### config.mk
export PLATFORM = sky130hd
export DESIGN_NAME = ddr3_port_arbiter
export DESIGN_NICKNAME = d
export VERILOG_FILES = /design/src/rtl/ddr3_arb_pkg.sv /design/src/rtl/ddr3_arb_rr.sv /design/src/rtl/ddr3_port_arbiter.sv
export SDC_FILE = /design/constraint.sdc
export NUM_CORES = 1
export LEC_CHECK = 0
export BUFFER_PORTS_ARGS = -buffer_cell sky130_fd_sc_hd__buf_4
export CAP_MARGIN = 0
export CORE_AREA = 2 2 514 516
export CTS_CLUSTER_SIZE = 24
export DETAILED_ROUTE_END_ITERATION = 8
export DIE_AREA = 0 0 516 518
export SETUP_SLACK_MARGIN = 0.15
export SLEW_MARGIN = 20
export SYNTH_ARGS = -nofsm -noshare
export SYNTH_HDL_FRONTEND = slang
export SYNTH_SLANG_ARGS = --single-unit
### constraint.sdc
create_clock -name clk_i -period 3.6 [get_ports clk_i]
set_input_delay 0.54 -clock clk_i [delete_from_list [all_inputs] [get_ports clk_i]]
set_output_delay 0.54 -clock clk_i [all_outputs]
set_load 0.1 [all_outputs]
### src/rtl/ddr3_arb_pkg.sv
// Shared types, field widths and the round-robin pick function for the ddr3_core port arbiter.
package ddr3_arb_pkg;

    typedef enum logic [0:0] {
        ARB_IDLE = 1'b0,
        ARB_HOLD = 1'b1
    } arb_state_t;

    localparam int STRB_W    = 16;
    localparam int ADDR_W    = 32;
    localparam int DATA_W    = 128;
    localparam int MAX_PORTS = 8;
    localparam int CNT_W     = 4;

    // Unused request bits must be zero, so scanning modulo MAX_PORTS wraps correctly for any port count.
    function automatic logic [2:0] rr_pick(input logic [MAX_PORTS-1:0] valid, input logic [2:0] last);
        logic [2:0] idx;
        rr_pick = last;
        for (int i = MAX_PORTS; i >= 1; i--) begin
            idx = last + 3'(i);
            if (valid[idx]) begin
                rr_pick = idx;
            end
        end
    endfunction

endpackage

### src/rtl/ddr3_arb_rr.sv
// Round-robin pick: first set request after last_i, wrapping; purely combinational, no backpressure.
module ddr3_arb_rr
    import ddr3_arb_pkg::*;
#(
    parameter int NUM_PORTS = 4,
    parameter int PORT_W    = 2
) (
    input  logic [NUM_PORTS-1:0] req_i,
    input  logic [PORT_W-1:0]    last_i,
    output logic                 any_o,
    output logic [PORT_W-1:0]    grant_o
);

    logic [MAX_PORTS-1:0] req_ext;

    always_comb begin
        req_ext                  = '0;
        req_ext[NUM_PORTS-1:0]   = req_i;
        grant_o                  = PORT_W'(rr_pick(req_ext, 3'(last_i)));
    end

    assign any_o = |req_i;

endmodule

### src/rtl/ddr3_port_arbiter.sv
// Shares the ddr3_core request port among NUM_PORTS requesters; request reaches outport 1 cycle after it is seen,
// held until outport_accept_i, then one idle bubble; ports at their outstanding limit are skipped.
module ddr3_port_arbiter
    import ddr3_arb_pkg::*;
#(
    parameter int NUM_PORTS       = 4,
    parameter int PORT_W          = 2,
    parameter int ID_W            = 16,
    parameter int MAX_OUTSTANDING = 4
) (
    input  logic                        clk_i,
    input  logic                        rst_ni,
    input  logic [NUM_PORTS*STRB_W-1:0] inport_wr_i,
    input  logic [NUM_PORTS-1:0]        inport_rd_i,
    input  logic [NUM_PORTS*ADDR_W-1:0] inport_addr_i,
    input  logic [NUM_PORTS*DATA_W-1:0] inport_write_data_i,
    input  logic [NUM_PORTS*ID_W-1:0]   inport_req_id_i,
    output logic [NUM_PORTS-1:0]        inport_accept_o,
    output logic [NUM_PORTS-1:0]        inport_ack_o,
    output logic [NUM_PORTS-1:0]        inport_error_o,
    output logic [NUM_PORTS*ID_W-1:0]   inport_resp_id_o,
    output logic [DATA_W-1:0]           inport_read_data_o,
    output logic [STRB_W-1:0]           outport_wr_o,
    output logic                        outport_rd_o,
    output logic [ADDR_W-1:0]           outport_addr_o,
    output logic [DATA_W-1:0]           outport_write_data_o,
    output logic [ID_W-1:0]             outport_req_id_o,
    input  logic                        outport_accept_i,
    input  logic                        outport_ack_i,
    input  logic                        outport_error_i,
    input  logic [ID_W-1:0]             outport_resp_id_i,
    input  logic [DATA_W-1:0]           outport_read_data_i,
    output logic                        unexpected_ack_o
);

    arb_state_t           state_q, state_d;
    logic [PORT_W-1:0]    grant_q, grant_d;
    logic [PORT_W-1:0]    last_grant_q, last_grant_d;
    logic [CNT_W-1:0]     cnt_q [NUM_PORTS];
    logic [CNT_W-1:0]     cnt_d [NUM_PORTS];
    logic                 unexp_q, unexp_d;

    logic [NUM_PORTS-1:0] valid, eligible, inc, dec;
    logic                 any_elig, take;
    logic [PORT_W-1:0]    rr_grant;
    logic [PORT_W-1:0]    ack_port;

    always_comb begin
        for (int p = 0; p < NUM_PORTS; p++) begin
            valid[p]    = (|inport_wr_i[p*STRB_W +: STRB_W]) | inport_rd_i[p];
            eligible[p] = valid[p] && (cnt_q[p] < CNT_W'(MAX_OUTSTANDING));
        end
    end

    ddr3_arb_rr #(
        .NUM_PORTS (NUM_PORTS),
        .PORT_W    (PORT_W)
    ) u_rr (
        .req_i   (eligible),
        .last_i  (last_grant_q),
        .any_o   (any_elig),
        .grant_o (rr_grant)
    );

    always_comb begin
        state_d      = state_q;
        grant_d      = grant_q;
        last_grant_d = last_grant_q;
        take         = 1'b0;
        case (state_q)
            ARB_IDLE: begin
                if (any_elig) begin
                    grant_d = rr_grant;
                    state_d = ARB_HOLD;
                end
            end
            ARB_HOLD: begin
                if (outport_accept_i) begin
                    take         = 1'b1;
                    last_grant_d = grant_q;
                    state_d      = ARB_IDLE;
                end else if (!valid[grant_q]) begin
                    // Requester withdrew without being accepted: abandon the grant, nothing is counted.
                    state_d = ARB_IDLE;
                end
            end
            default: state_d = ARB_IDLE;
        endcase
    end

    always_comb begin
        outport_wr_o         = '0;
        outport_rd_o         = 1'b0;
        outport_addr_o       = '0;
        outport_write_data_o = '0;
        outport_req_id_o     = '0;
        if (state_q == ARB_HOLD) begin
            outport_wr_o         = inport_wr_i[grant_q*STRB_W +: STRB_W];
            outport_rd_o         = inport_rd_i[grant_q];
            outport_addr_o       = inport_addr_i[grant_q*ADDR_W +: ADDR_W];
            outport_write_data_o = inport_write_data_i[grant_q*DATA_W +: DATA_W];
            outport_req_id_o     = {grant_q, inport_req_id_i[grant_q*ID_W +: ID_W-PORT_W]};
        end
    end

    assign ack_port = outport_resp_id_i[ID_W-1 -: PORT_W];

    always_comb begin
        inport_accept_o    = '0;
        inport_ack_o       = '0;
        inport_error_o     = '0;
        inport_resp_id_o   = '0;
        inport_read_data_o = outport_ack_i ? outport_read_data_i : '0;
        for (int p = 0; p < NUM_PORTS; p++) begin
            inport_accept_o[p] = (state_q == ARB_HOLD) && (grant_q == PORT_W'(p)) && outport_accept_i;
            inport_ack_o[p]    = outport_ack_i && (ack_port == PORT_W'(p));
            inport_error_o[p]  = inport_ack_o[p] && outport_error_i;
            if (inport_ack_o[p]) begin
                inport_resp_id_o[p*ID_W +: ID_W] = {{PORT_W{1'b0}}, outport_resp_id_i[ID_W-PORT_W-1:0]};
            end
        end
    end

    // A same-cycle accept and ack on one port cancel; an ack with nothing outstanding only raises the flag.
    always_comb begin
        unexp_d = unexp_q;
        for (int p = 0; p < NUM_PORTS; p++) begin
            inc[p]   = take && (grant_q == PORT_W'(p));
            dec[p]   = inport_ack_o[p];
            cnt_d[p] = cnt_q[p];
            if (inc[p] && !dec[p]) begin
                cnt_d[p] = cnt_q[p] + 1'b1;
            end else if (dec[p] && !inc[p]) begin
                if (cnt_q[p] == '0) begin
                    unexp_d = 1'b1;
                end else begin
                    cnt_d[p] = cnt_q[p] - 1'b1;
                end
            end
        end
    end

    assign unexpected_ack_o = unexp_q;

    always_ff @(posedge clk_i or negedge rst_ni) begin
        if (!rst_ni) begin
            state_q      <= ARB_IDLE;
            grant_q      <= '0;
            last_grant_q <= PORT_W'(NUM_PORTS - 1);
            unexp_q      <= 1'b0;
            for (int p = 0; p < NUM_PORTS; p++) begin
                cnt_q[p] <= '0;
            end
        end else begin
            state_q      <= state_d;
            grant_q      <= grant_d;
            last_grant_q <= last_grant_d;
            unexp_q      <= unexp_d;
            for (int p = 0; p < NUM_PORTS; p++) begin
                cnt_q[p] <= cnt_d[p];
            end
        end
    end

endmodule

# [Word level (Yosys, flattened, before mapping)]
# Cells that the tools add are included.
[word_totals] ram_bits=0 register_bits=22 elab_cells=180 latchBits=0 mem_bits_ro=0 input_bits=921 memories=0 out_inout_bits=398
[classes] order_cmp=12 n_reduce_logical=61 div_mod_pow=0 bitwise_logic=5 n_eq_ne=10 n_shift=4 add_sub_neg=15 multipliers=0 n_mux=65
[op_table] cell="512-bit by 10-bit variable part select with 128-bit output" n=1
[op_table] cell="128-bit 2-to-1 mux" n=2
[op_table] cell="128-bit by 8-bit variable part select with 32-bit output" n=1
[op_table] cell="16-bit OR reduction" n=4
[op_table] cell="64-bit by 7-bit variable part select with 14-bit output" n=1
[op_table] cell="64-bit by 7-bit variable part select with 16-bit output" n=1
[op_table] cell="14-bit 2-to-1 mux" n=4
[op_table] cell="4-bit 2-to-1 mux" n=12
[op_table] cell="1-bit logical AND" n=32
[op_table] cell="16-bit 2-to-1 mux" n=2
[op_table] cell="32-bit 2-to-1 mux" n=1
[op_table] cell="3-bit by 4-bit < comparator with 1-bit output (second input constant)" n=7
[op_table] cell="1-bit 2-to-1 mux" n=27
[op_table] cell="1-bit binary-select mux with 3-bit select" n=7
[op_table] cell="4-bit by 1-bit adder with 4-bit output (second input constant)" n=4
[op_table] cell="4-bit zero test" n=4
[op_table] cell="4-bit by 3-bit < comparator with 1-bit output (second input constant)" n=4
[op_table] cell="4-bit by 1-bit subtractor with 4-bit output (second input constant)" n=4
[op_table] cell="2-bit 2-to-1 mux" n=7
[op_table] cell="2-bit by 3-bit adder with 3-bit output (second input constant)" n=4
[op_table] cell="2-bit AND reduction" n=6
[op_table] cell="2-bit equality test (second input constant)" n=4
[op_table] cell="1-bit zero test" n=8
[op_table] cell="2-bit != test (second input constant)" n=4
[op_table] cell="11 further kinds" n=21

# [Logic depth before layout (Yosys ltp)]
# Gate-level depths: netlist (run 1).
[logic_depth] ltp_word=16 ltp_mapped=13 mapped_depth_nobuf=11

# [Cells and area by module]
# Synthesis (run 1) repeated with hierarchy kept, for this count alone.
[hier_totals] cells_unflattened=888 hier_area_um2=9120.0
[by_module_without_submodules] mod="ddr3_port_arbiter" area_per_inst_um2=8831.0 n_inst=1 cells_each=854 seq_area_each_um2=553.0
[by_module_without_submodules] mod="ddr3_arb_rr" area_per_inst_um2=289.0 n_inst=1 cells_each=34 seq_area_each_um2=0.0

# [Least setup slack after synthesis (run 1)]
# Ideal clock, no wire load.
[synth_timing] path_type="flip-flop to output port" startpoint="register grant_q[1]" endpoint="output port inport_accept_o[2]" n_path_buf=2 t_arrival_ps=3085 stages_incl_launch_ff=5 required_time_ps=3060 path_slack_ps=-25 cell_sequence="dfrtp_1 -> buf_2 -> clkbuf_1 -> inv_1 -> nor3_1"
[synth_between] elab_chain_len=3
[synth_rtl] item="start, declared" line_no="ddr3_port_arbiter.sv:37" rtl="logic [PORT_W-1:0] grant_q, grant_d;"
[synth_rtl] item="start signal, assigned" line_no="ddr3_port_arbiter.sv:156" rtl="grant_q <= grant_d;"
[synth_rtl] item="2-bit equality test" line_no="ddr3_port_arbiter.sv:115" rtl="inport_accept_o[p] = (state_q == ARB_HOLD) && (grant_q == PORT_W'(p)) && outport_accept_i;"
[synth_rtl] item="1-bit logical AND (2 in series)" line_no="ddr3_port_arbiter.sv:115"
[synth_rtl] item="end, declared" line_no="ddr3_port_arbiter.sv:18" rtl="output logic [NUM_PORTS-1:0] inport_accept_o,"
# No other way between the ends.

# [Worst setup path in the final report (run 1)]
[layout_timing] startpoint="register grant_q[0]" endpoint="output port outport_write_data_o[127]"
[layout_between] elab_chain_len=2
[layout_rtl] item="512-bit by 10-bit variable part select with 128-bit output" line_no="ddr3_port_arbiter.sv:101" rtl="outport_write_data_o = inport_write_data_i[grant_q*DATA_W +: DATA_W];"
[layout_rtl] item="128-bit 2-to-1 mux" line_no="ddr3_port_arbiter.sv:97" rtl="if (state_q == ARB_HOLD) begin"
[layout_rtl] item="end, declared" line_no="ddr3_port_arbiter.sv:26" rtl="output logic [DATA_W-1:0] outport_write_data_o,"
# No other way between the ends.

==> qor.json, run 1 <==
{
  "run_status": "finished clean",
  "finalWorstPathRequiredPeriod_ns": 2.971,
  "arrival_ns": 2.43,
  "synth_seq_cells": 22,
  "crit_path_start_kind": "register",
  "slew-limit-headroom_pct": 48.95,
  "pwr_density_cell_nw_per_um2": 978.6,
  "drive_gt1_share_pct": 72.62,
  "critical_path_required_ns": 3.06,
  "netlist_area_sq_um": 9056,
  "switching_share_pct": 73.24,
  "routed-via-count": 14650,
  "ys_warn_count": 0,
  "cts_tree": "built",
  "gr-total-overflow": 0,
  "clkLatencyLatePin_ns": 0.26,
  "finalMaxSlewViolations": 0,
  "cts.hold.buffers_added": 0,
  "numCtsBuffers": 3,
  "htreeDepth": 1,
  "design.final.nets": 3088,
  "flip_flop_cell_with_the_highest_count_after_synthesis": "dfrtp_1",
  "n_fill_cell": 30700,
  "cp_common_cell": "buf_12",
  "root_buffer": "clkbuf_16",
  "dpl.hpwl_um": 163600,
  "wire_per_inst_um": 30.40,
  "synthesis.instances": 892,
  "place.port_buffers": 1302,
  "grt_util_all_layers_pct": 12.21,
  "cp_cell_sequence": "buf_12, buf_12, mux4_2, and2_1, buf_4",
  "fin_clk_skew_ns": 0.003848,
  "antenna_found_initial": 184,
  "synthArstFlopShare_pct": 100.0,
  "finalHoldViolations": 0,
  "share_clk_of_total_power_pct": 1.4,
  "criticalPathCategory": "reg -> out",
  "first_global_vias": 14270,
  "power.share.combinational_pct": 96.0,
  "area_growth_syn_to_layout_pct": 159.8,
  "fin_util_pct": 8.994,
  "maxCapViolations": 0,
  "share_of_synthesized_area_occupied_by_flip_flops_and_latches_pct": 6.107,
  "postCtsSetupRepairBufs": 0,
  "crit_path_end_kind": "primary output",
  "globalplace.congestion": 1.010,
  "timing.fmax_mhz": 336.6,
  "hold_path_class": "in -> async",
  "ant_nets": 0,
  "worst_path_largest_cell_delay_ns": 0.55,
  "grt_pass1_wl_um": 200100,
  "synth-edff-count": 0,
  "setup_violations": 0,
  "io_pins": 1319,
  "cell_internal_pwr_uw": 6161,
  "grt_max_degree": 129,
  "postCtsResizedCells": 0,
  "max_slew.worst_pin.slew_ns": 0.7658,
  "timing.rr.start": "state_q",
  "final_period_utilization_pct": 82.53,
  "drt_pre_antenna_iters": 4,
  "route.detailed.drc": 0,
  "vdd_ir_drop_max_v": 0.0004141,
  "die_width_um": 516,
  "design.die.area_sq_um": 267300,
  "syn-mean-instance-area_sq_um": 10.15,
  "ys_types": 54,
  "multi_input_area_sq_um": 8103,
  "worst_setup_hold_path_clk_slew_ns": 0.06,
  "start_util_pct": 3.462,
  "power.switching_uw": 16860,
  "rsz0062_at_grt": "no",
  "tns_ns": 0,
  "worst-path-max-fanout": 33,
  "routed_via_density": 2.562,
  "leakage_uw": 0.009696,
  "placement_rows": 188,
  "setup.worst_path.start": "grant_q[0]",
  "clock-sinks": 22,
  "slowest_stage": "mux4_2",
  "layout.area.seq_sq_um": 564.3,
  "die_h_um": 518,
  "fp.coreArea_sq_um": 261600,
  "drt_first_iter_violations": 937,
  "clk_path_buf_depth": 2,
  "routed_wl_um": 173800,
  "share_seq_of_total_power_pct": 2.6
}
-- cell usage in the layout (no fill, tap or decap), types with 3 or more instances in the layout --
| master | instances |
|---|---|
| buf_4 | 1325 |
| nor3_1 | 7 |
| mux4_2 | 188 |
| nand2_1 | 35 |
| and2_1 | 381 |
| nor4_2 | 3 |
| ha_1 | 18 |
| inv_1 | 16 |
| a21o_1 | 4 |
| fa_1 | 4 |
| diode_2 | 58 |
| o21ai_0 | 12 |
| dfrtp_1 | 17 |
| nor4_1 | 13 |
| xnor2_1 | 12 |
| dfrtp_4 | 3 |
| nor2_1 | 18 |
| a22oi_1 | 3 |
| mux4_1 | 4 |
| clkbuf_16 | 3 |
| nand4_1 | 4 |
| or2_2 | 7 |
| buf_12 | 10 |
| conb_1 | 8 |
| nor4b_1 | 3 |
| a21oi_1 | 6 |
| nand3_1 | 3 |
-- state kept, by name (all words and copies together), names as in the netlist --
register          cells
grant_q               2
state_q               1
last_grant_q          2
cnt_q                16
unexpected_ack_o      1
-- final timing paths --
path	to	slack [ns]	cells after the start
worst max-delay path	outport_write_data_o[127]	0.63	5
worst min-delay path	cnt_q[12]	0.19	1
worst max register to register	cnt_q[15]	0.99	10
worst min register to register	cnt_q[3]	0.47	1
max in group asynchronous	last_grant_q[0]	3.10	1
min in group clk_i	cnt_q[3]	0.47	1
-- cell families (layout without fill, tap and decap cells) --
kind of cell             after synthesis  count (layout)  synth area share [%]
AND/OR/NAND/NOR                      488             488                 32.45
multiplexers                         196             196                 48.41
buffers and inverters                111            1356                 5.057
AO/OA/AOI/OAI                         40              40                 3.399
adder cells (fa/ha/maj)               22              22                 3.371
flip-flops                            22              22                 6.107
XOR/XNOR                              12              12                 1.161
other                                  1              66               0.04141
-- worst max-delay path: cells and delay by family, from the launching register on --
| family | cells | cell delay [ns] |
|---|---|---|
| DFF | 1 | 0.53 |
| buffers and inverters | 3 | 0.71 |
| and+or+nand+nor | 1 | 0.17 |
| muxes | 1 | 0.55 |
-- power groups by stage --
stage          sequential (uW)  combinational, uW  clock [uW]
3_5_place_dp               599              22700           0
4_1_cts                    598              22800         324
6_report                   599              22100         317
2_1_floorplan              498              14700           0
5_1_grt                    630              23100         331
3_3_place_gp               599              22700           0
-- final cells by class --
class,count,area share (%)
well taps,3515,18.69
diodes,58,0.6169
clock inverters,1,0.1276
inverters,17,0.2712
clock buffers,3,0.3191
flip-flops and latches,22,2.399
multi-input cells,766,34.44
repair buffers,1335,43.13
-- stage by stage --
stage | hold WS, ns | power (uW) | std cells | area (sq um) | setup slack (ns)
floorplan | 0.2444 | 15230 | 899 | 9094 | 0.2700
global placement | 0.4635 | 23330 | 5655 | 23280 | 0.7117
detailed placement | 0.4543 | 23290 | 5655 | 23280 | 0.7593
CTS | 0.2186 | 23690 | 5659 | 23380 | 0.6042
global route | 0.2196 | 24030 | 5703 | 23490 | 0.5495
finish | 0.1930 | 23020 | 5717 | 23530 | 0.6288
-- synth_stat cells (2+ instances only) --
cell      count  share of area [%]
and2_1      381                 26
mux4_2      188                 47
clkbuf_1     49                2.0
nand2_1      35                1.5
buf_1        30                1.2
dfrtp_1      20                5.5
nor2_1       20               0.83
ha_1         18                2.5
inv_1        16               0.66
nor4_1       13               0.90
o21ai_0      12               0.66
xnor2_1      12                1.2
buf_4         9               0.75
nor3_1        9               0.50
or2_2         7               0.48
a21oi_1       6               0.33
buf_2         6               0.33
a21o_1        4               0.33
fa_1          4               0.88
mux4_1        4                1.2
nand4_1       4               0.28
a22oi_1       3               0.25
nand3_1       3               0.17
nor4_2        3               0.41
nor4b_1       3               0.29
and4_1        2               0.19
dfstp_2       2               0.58
mux2i_1       2               0.22
nor3b_1       2               0.17
-- per-layer routing --
metal | part of all wire [%] | vias up | GRT usage, % | wire (um)
li1 | - | 5874 | - | -
met1 | 31 | 7079 | 11.61 | 54550
met2 | 49 | 1304 | 21.86 | 85950
met3 | 14 | 332 | 6.617 | 24680
met4 | 4.7 | 56 | 4.630 | 8235
met5 | 0.21 | - | 0 | 372
(Power assumes the default switching activity.)
==> run 2, diff against run 1 <==
--- a/config.mk
+++ b/config.mk
@@ -7,10 +7,10 @@
 export LEC_CHECK = 0
 export BUFFER_PORTS_ARGS = -buffer_cell sky130_fd_sc_hd__buf_4
 export CAP_MARGIN = 0
-export CORE_AREA = 2 2 514 516
+export CORE_AREA = 2 2 510 512
 export CTS_CLUSTER_SIZE = 24
 export DETAILED_ROUTE_END_ITERATION = 8
-export DIE_AREA = 0 0 516 518
+export DIE_AREA = 0 0 512 514
 export SETUP_SLACK_MARGIN = 0.15
 export SLEW_MARGIN = 20
 export SYNTH_ARGS = -nofsm -noshare
==> constraint.sdc (replaced) <==
create_clock -name clk_i -period 2.6 [get_ports clk_i]
set_input_delay 0.39 -clock clk_i [delete_from_list [all_inputs] [get_ports clk_i]]
set_output_delay 0.39 -clock clk_i [all_outputs]
set_load 0.1 [all_outputs]
==> run 2 against run 1 <==
  * The flow now finishes with violations (setup timing)
  * Worst hold slack got worse by 0.16 ns
  * First-iteration DRC count is 7.8% higher
  * Sequential cell count is the same
  * Combinational power is 72% higher
  * Wire length rose by 0.49%
  * Clock power is 38% higher
  * Final area increased by 15%
  * Via count up 3.0%
  * Critical path type unchanged
  * Largest cell class unchanged
  * Largest power group unchanged
==> qor.json, run 2 (synthesis gave the netlist of run 1 again) <==
{
  "drive_gt1_share": {"value": 83.05, "unit": "%", "change": "+10 points"},
  "post-place-ws": {"value": -0.4730, "unit": "ns", "change": "-1.232 ns"},
  "max_slew.worst_pin.slew": {"value": 0.7433, "unit": "ns", "change": "-0.02251 ns"},
  "io_pins": {"value": 1319, "change": "unchanged"},
  "largestRegisters": "cnt_q x16, grant_q x2, last_grant_q x2",
  "hold_path_class": "in -> async",
  "clock-sinks": {"value": 22, "change": "unchanged"},
  "largest_register_ff_count": {"value": 16, "change": "unchanged"},
  "failing_checks": "setup timing",
  "first_global_vias": {"value": 15070, "change": "+5.6%"},
  "drt_first_iter_violations": {"value": 1010, "change": "+7.8%"},
  "clkLatencyLatePin": {"value": 0.26, "unit": "ns", "change": "about the same"},
  "numCtsBuffers": {"value": 3, "change": "unchanged"},
  "finalWorstPathRequiredPeriod_ns": 2.694,
  "ant_nets": {"value": 0, "change": "unchanged"},
  "crit_path_end_kind": "primary output",
  "fin_clk_skew": {"value": 0.006254, "unit": "ns", "change": "+0.002406 ns"},
  "maxCapViolations": {"value": 0, "change": "unchanged"},
  "worst_setup_slack_after_layout": {"value": -0.09401, "unit": "ns", "change": "-0.7228 ns"},
  "place.port_buffers": {"value": 1302, "change": "unchanged"},
  "worst_setup_hold_path_clk_slew": {"value": 0.07, "unit": "ns", "change": "about the same"},
  "grt_max_degree": {"value": 129, "change": "unchanged"},
  "switching_share": {"value": 63.47, "unit": "%", "change": "-9.8 points"},
  "start_util": {"value": 3.509, "unit": "%", "change": "+0.047 points"},
  "finalMaxSlewViolations": {"value": 0, "change": "unchanged"},
  "globalplace.congestion": {"value": 0.9881, "change": "-2.2%"},
  "fp.coreArea": {"value": 258100, "unit": "sq um", "change": "-1.3%"},
  "htreeDepth": {"value": 1, "change": "unchanged"},
  "use_met1": {"value": 11.70, "unit": "%", "change": "+0.091 points"},
  "route.detailed.drc": {"value": 0, "change": "unchanged"},
  "grt_pass1_wl": {"value": 204300, "unit": "um", "change": "+2.1%"},
  "finalPower": {"value": 39270, "unit": "uW", "change": "+71%"},
  "timing.fmax_mhz": 371.2,
  "placement_rows": {"value": 187, "change": "-0.53%"},
  "vdd_ir_drop_max": {"value": 0.001078, "unit": "V", "change": "+160%"},
  "routed-via-count": {"value": 15080, "change": "+3.0%"},
  "share_clk_of_total_power": {"value": 1.1, "unit": "%", "change": "-0.3 points"},
  "slowest_stage": "mux4_2",
  "power.share.combinational": {"value": 96.8, "unit": "%", "change": "+0.8 points"},
  "criticalPathCategory": "reg -> out",
  "power.switching": {"value": 24930, "unit": "uW", "change": "+48%"},
  "commonest_cells_after_routing_fill_and_taps_aside": "buf_4 (1194), and2_1 (194), mux4_2 (190)",
  "worst_path_largest_cell_delay": {"value": 0.64, "unit": "ns", "change": "+0.09 ns"},
  "crit_path_start_kind": "register",
  "wire_per_inst": {"value": 30.66, "unit": "um", "change": "+0.88%"},
  "antenna_found_initial": {"value": 163, "change": "-11%"},
  "drt_pre_antenna_iters": {"value": 5, "change": "+1"},
  "dpl.hpwl": {"value": 160100, "unit": "um", "change": "-2.1%"},
  "setup_violations": {"value": 33, "change": "+33"},
  "design.final.nets": {"value": 3180, "change": "+3.0%"},
  "grt_util_all_layers": {"value": 12.54, "unit": "%", "change": "+0.33 points"},
  "root_buffer": "clkbuf_16",
  "pwr_density_cell": {"value": 1456, "unit": "nW/um^2", "change": "+49%"},
  "registers.top_by_ff_count": "cnt_q",
  "design.die.area": {"value": 263200, "unit": "sq um", "change": "-1.5%"},
  "final_period_utilization_pct": 103.6,
  "mostFrequentLayoutCell": "buf_4",
  "clk_path_buf_depth": {"value": 2, "change": "unchanged"},
  "die_width": {"value": 512, "unit": "um", "change": "-0.78%"},
  "area_growth_syn_to_layout_pct": 197.7,
  "detailed_place.area": {"value": 23840, "unit": "sq um", "change": "+2.4%"},
  "gr-total-overflow": {"value": 0, "change": "unchanged"},
  "met3_usage": {"value": 5.741, "unit": "%", "change": "-0.88 points"},
  "die_h": {"value": 514, "unit": "um", "change": "-0.77%"},
  "cts.hold.buffers_added": {"value": 0, "change": "unchanged"},
  "critical_path_required": {"value": 2.21, "unit": "ns", "change": "-0.85 ns"},
  "critical_path_buf_inv_count": {"value": 3, "change": "unchanged"},
  "routed_wl": {"value": 174600, "unit": "um", "change": "+0.49%"},
  "slew-limit-headroom": {"value": 50.45, "unit": "%", "change": "+1.5 points"},
  "cts_tree": "built",
  "cp_cell_sequence": "buf_16, buf_12, mux4_2, and2_2, buf_6",
  "arrival": {"value": 2.30, "unit": "ns", "change": "-0.13 ns"},
  "run_status": "complete, but fails checks",
  "fin_area": {"value": 26960, "unit": "sq um", "change": "+15%"},
  "timing.critical_path.max_delay_family": "multiplexers",
  "busiest_layer": "met2",
  "cell_internal_pwr": {"value": 14350, "unit": "uW", "change": "+130%"},
  "leakage": {"value": 0.01117, "unit": "uW", "change": "+15%"},
  "finalHoldViolations": {"value": 0, "change": "unchanged"},
  "rsz0062_at_grt": "yes",
  "grt.met2_usage": {"value": 23.42, "unit": "%", "change": "+1.6 points"},
  "routed_via_density": {"value": 2.648, "change": "+3.4%"},
  "worst-path-max-fanout": {"value": 11, "change": "-67%"},
  "share_seq_of_total_power": {"value": 2.1, "unit": "%", "change": "-0.5 points"}
}
-- run 2: cell types whose count changed in the layout (fill, tap and decap cells not counted), moves of 4 or more --
cell	change
ha_1	-4
buf_12	+136
and2_2	+74
and2_1	-187
buf_16	+14
buf_4	-131
buf_8	+23
and2_4	+113
buf_6	+48
-- run 2: repair_timing --
item / CTS / global route
buffers inserted: 26 / 8
pin swaps: 16 / 25
gates cloned: 9 / 1
setup endpoints to repair: 192 / 201
resized for setup: 358 / 258
-- run 2: stage by stage --
| step | hold slack, ns | std cells | TNS, ns | utilization (%) |
|---|---|---|---|---|
| 3_5_place_dp | 0.3183 | 5590 | -1.317 | 9.236 |
| 5_1_grt | 0.04993 | 5682 | -3.795 | 10.44 |
| 2_1_floorplan | 0.09441 | 899 | 0 | - |
| 6_report | 0.02954 | 5695 | -1.026 | 10.45 |
| 4_1_cts | 0.03953 | 5629 | -4.898 | 10.00 |
| 3_3_place_gp | 0.3156 | 5590 | -2.489 | 9.234 |
-- run 2: path summary, 6_finish.rpt --
kind                                  start                   endpoint  slack [ns]  cells after the start
min                                  rst_ni                  cnt_q[12]        0.03                      1
max in group asynchronous            rst_ni            last_grant_q[1]        2.28                      1
min in group clk_i         outport_accept_i                    state_q        0.45                      3
min reg2reg                        cnt_q[3]                   cnt_q[3]        0.47                      1
max                              grant_q[0]  outport_write_data_o[120]       -0.09                      5
max reg2reg                      grant_q[0]                   cnt_q[7]        0.10                     13
-- run 2: area by class of cell --
class,instances,area [sq um]
Fill cell,29800,231100
Timing Repair Buffer,1427,13220
Multi-Input combinational cell,766,8616
Tap cell,3402,4257
Sequential cell,22,564.3
Antenna cell,57,142.6
Clock buffer,3,75.07
Inverter,17,63.81
Clock inverter,1,30.03
-- run 2: power groups by stage --
stage                     clock [uW]  sequential [uW]  combinational (uW)
after floorplan                    0              691               20800
after detailed placement           0              791               32200
after global placement             0              795               32200
final                            437              817               38000
after global routing             457              849               39400
after CTS                        444              799               36500
-- run 2: per-layer routing --
layer	part of all wire, %	routed length [um]
met3	12	21170
met1	31	53310
met2	51	89870
met5	0.22	377
met4	5.7	9903
-- run 2: worst reg2reg max path, stage by stage, from the launching register on --
cell,delay (ns)
dfrtp_4,0.53
buf_12,0.16
buf_16,0.17
buf_12,0.16
buf_6,0.13
nor3_4,0.15
ha_2,0.22
inv_2,0.06
ha_4,0.20
a21o_1,0.16
a21oi_2,0.13
xnor2_1,0.12
nand2_1,0.08
xnor2_1,0.12
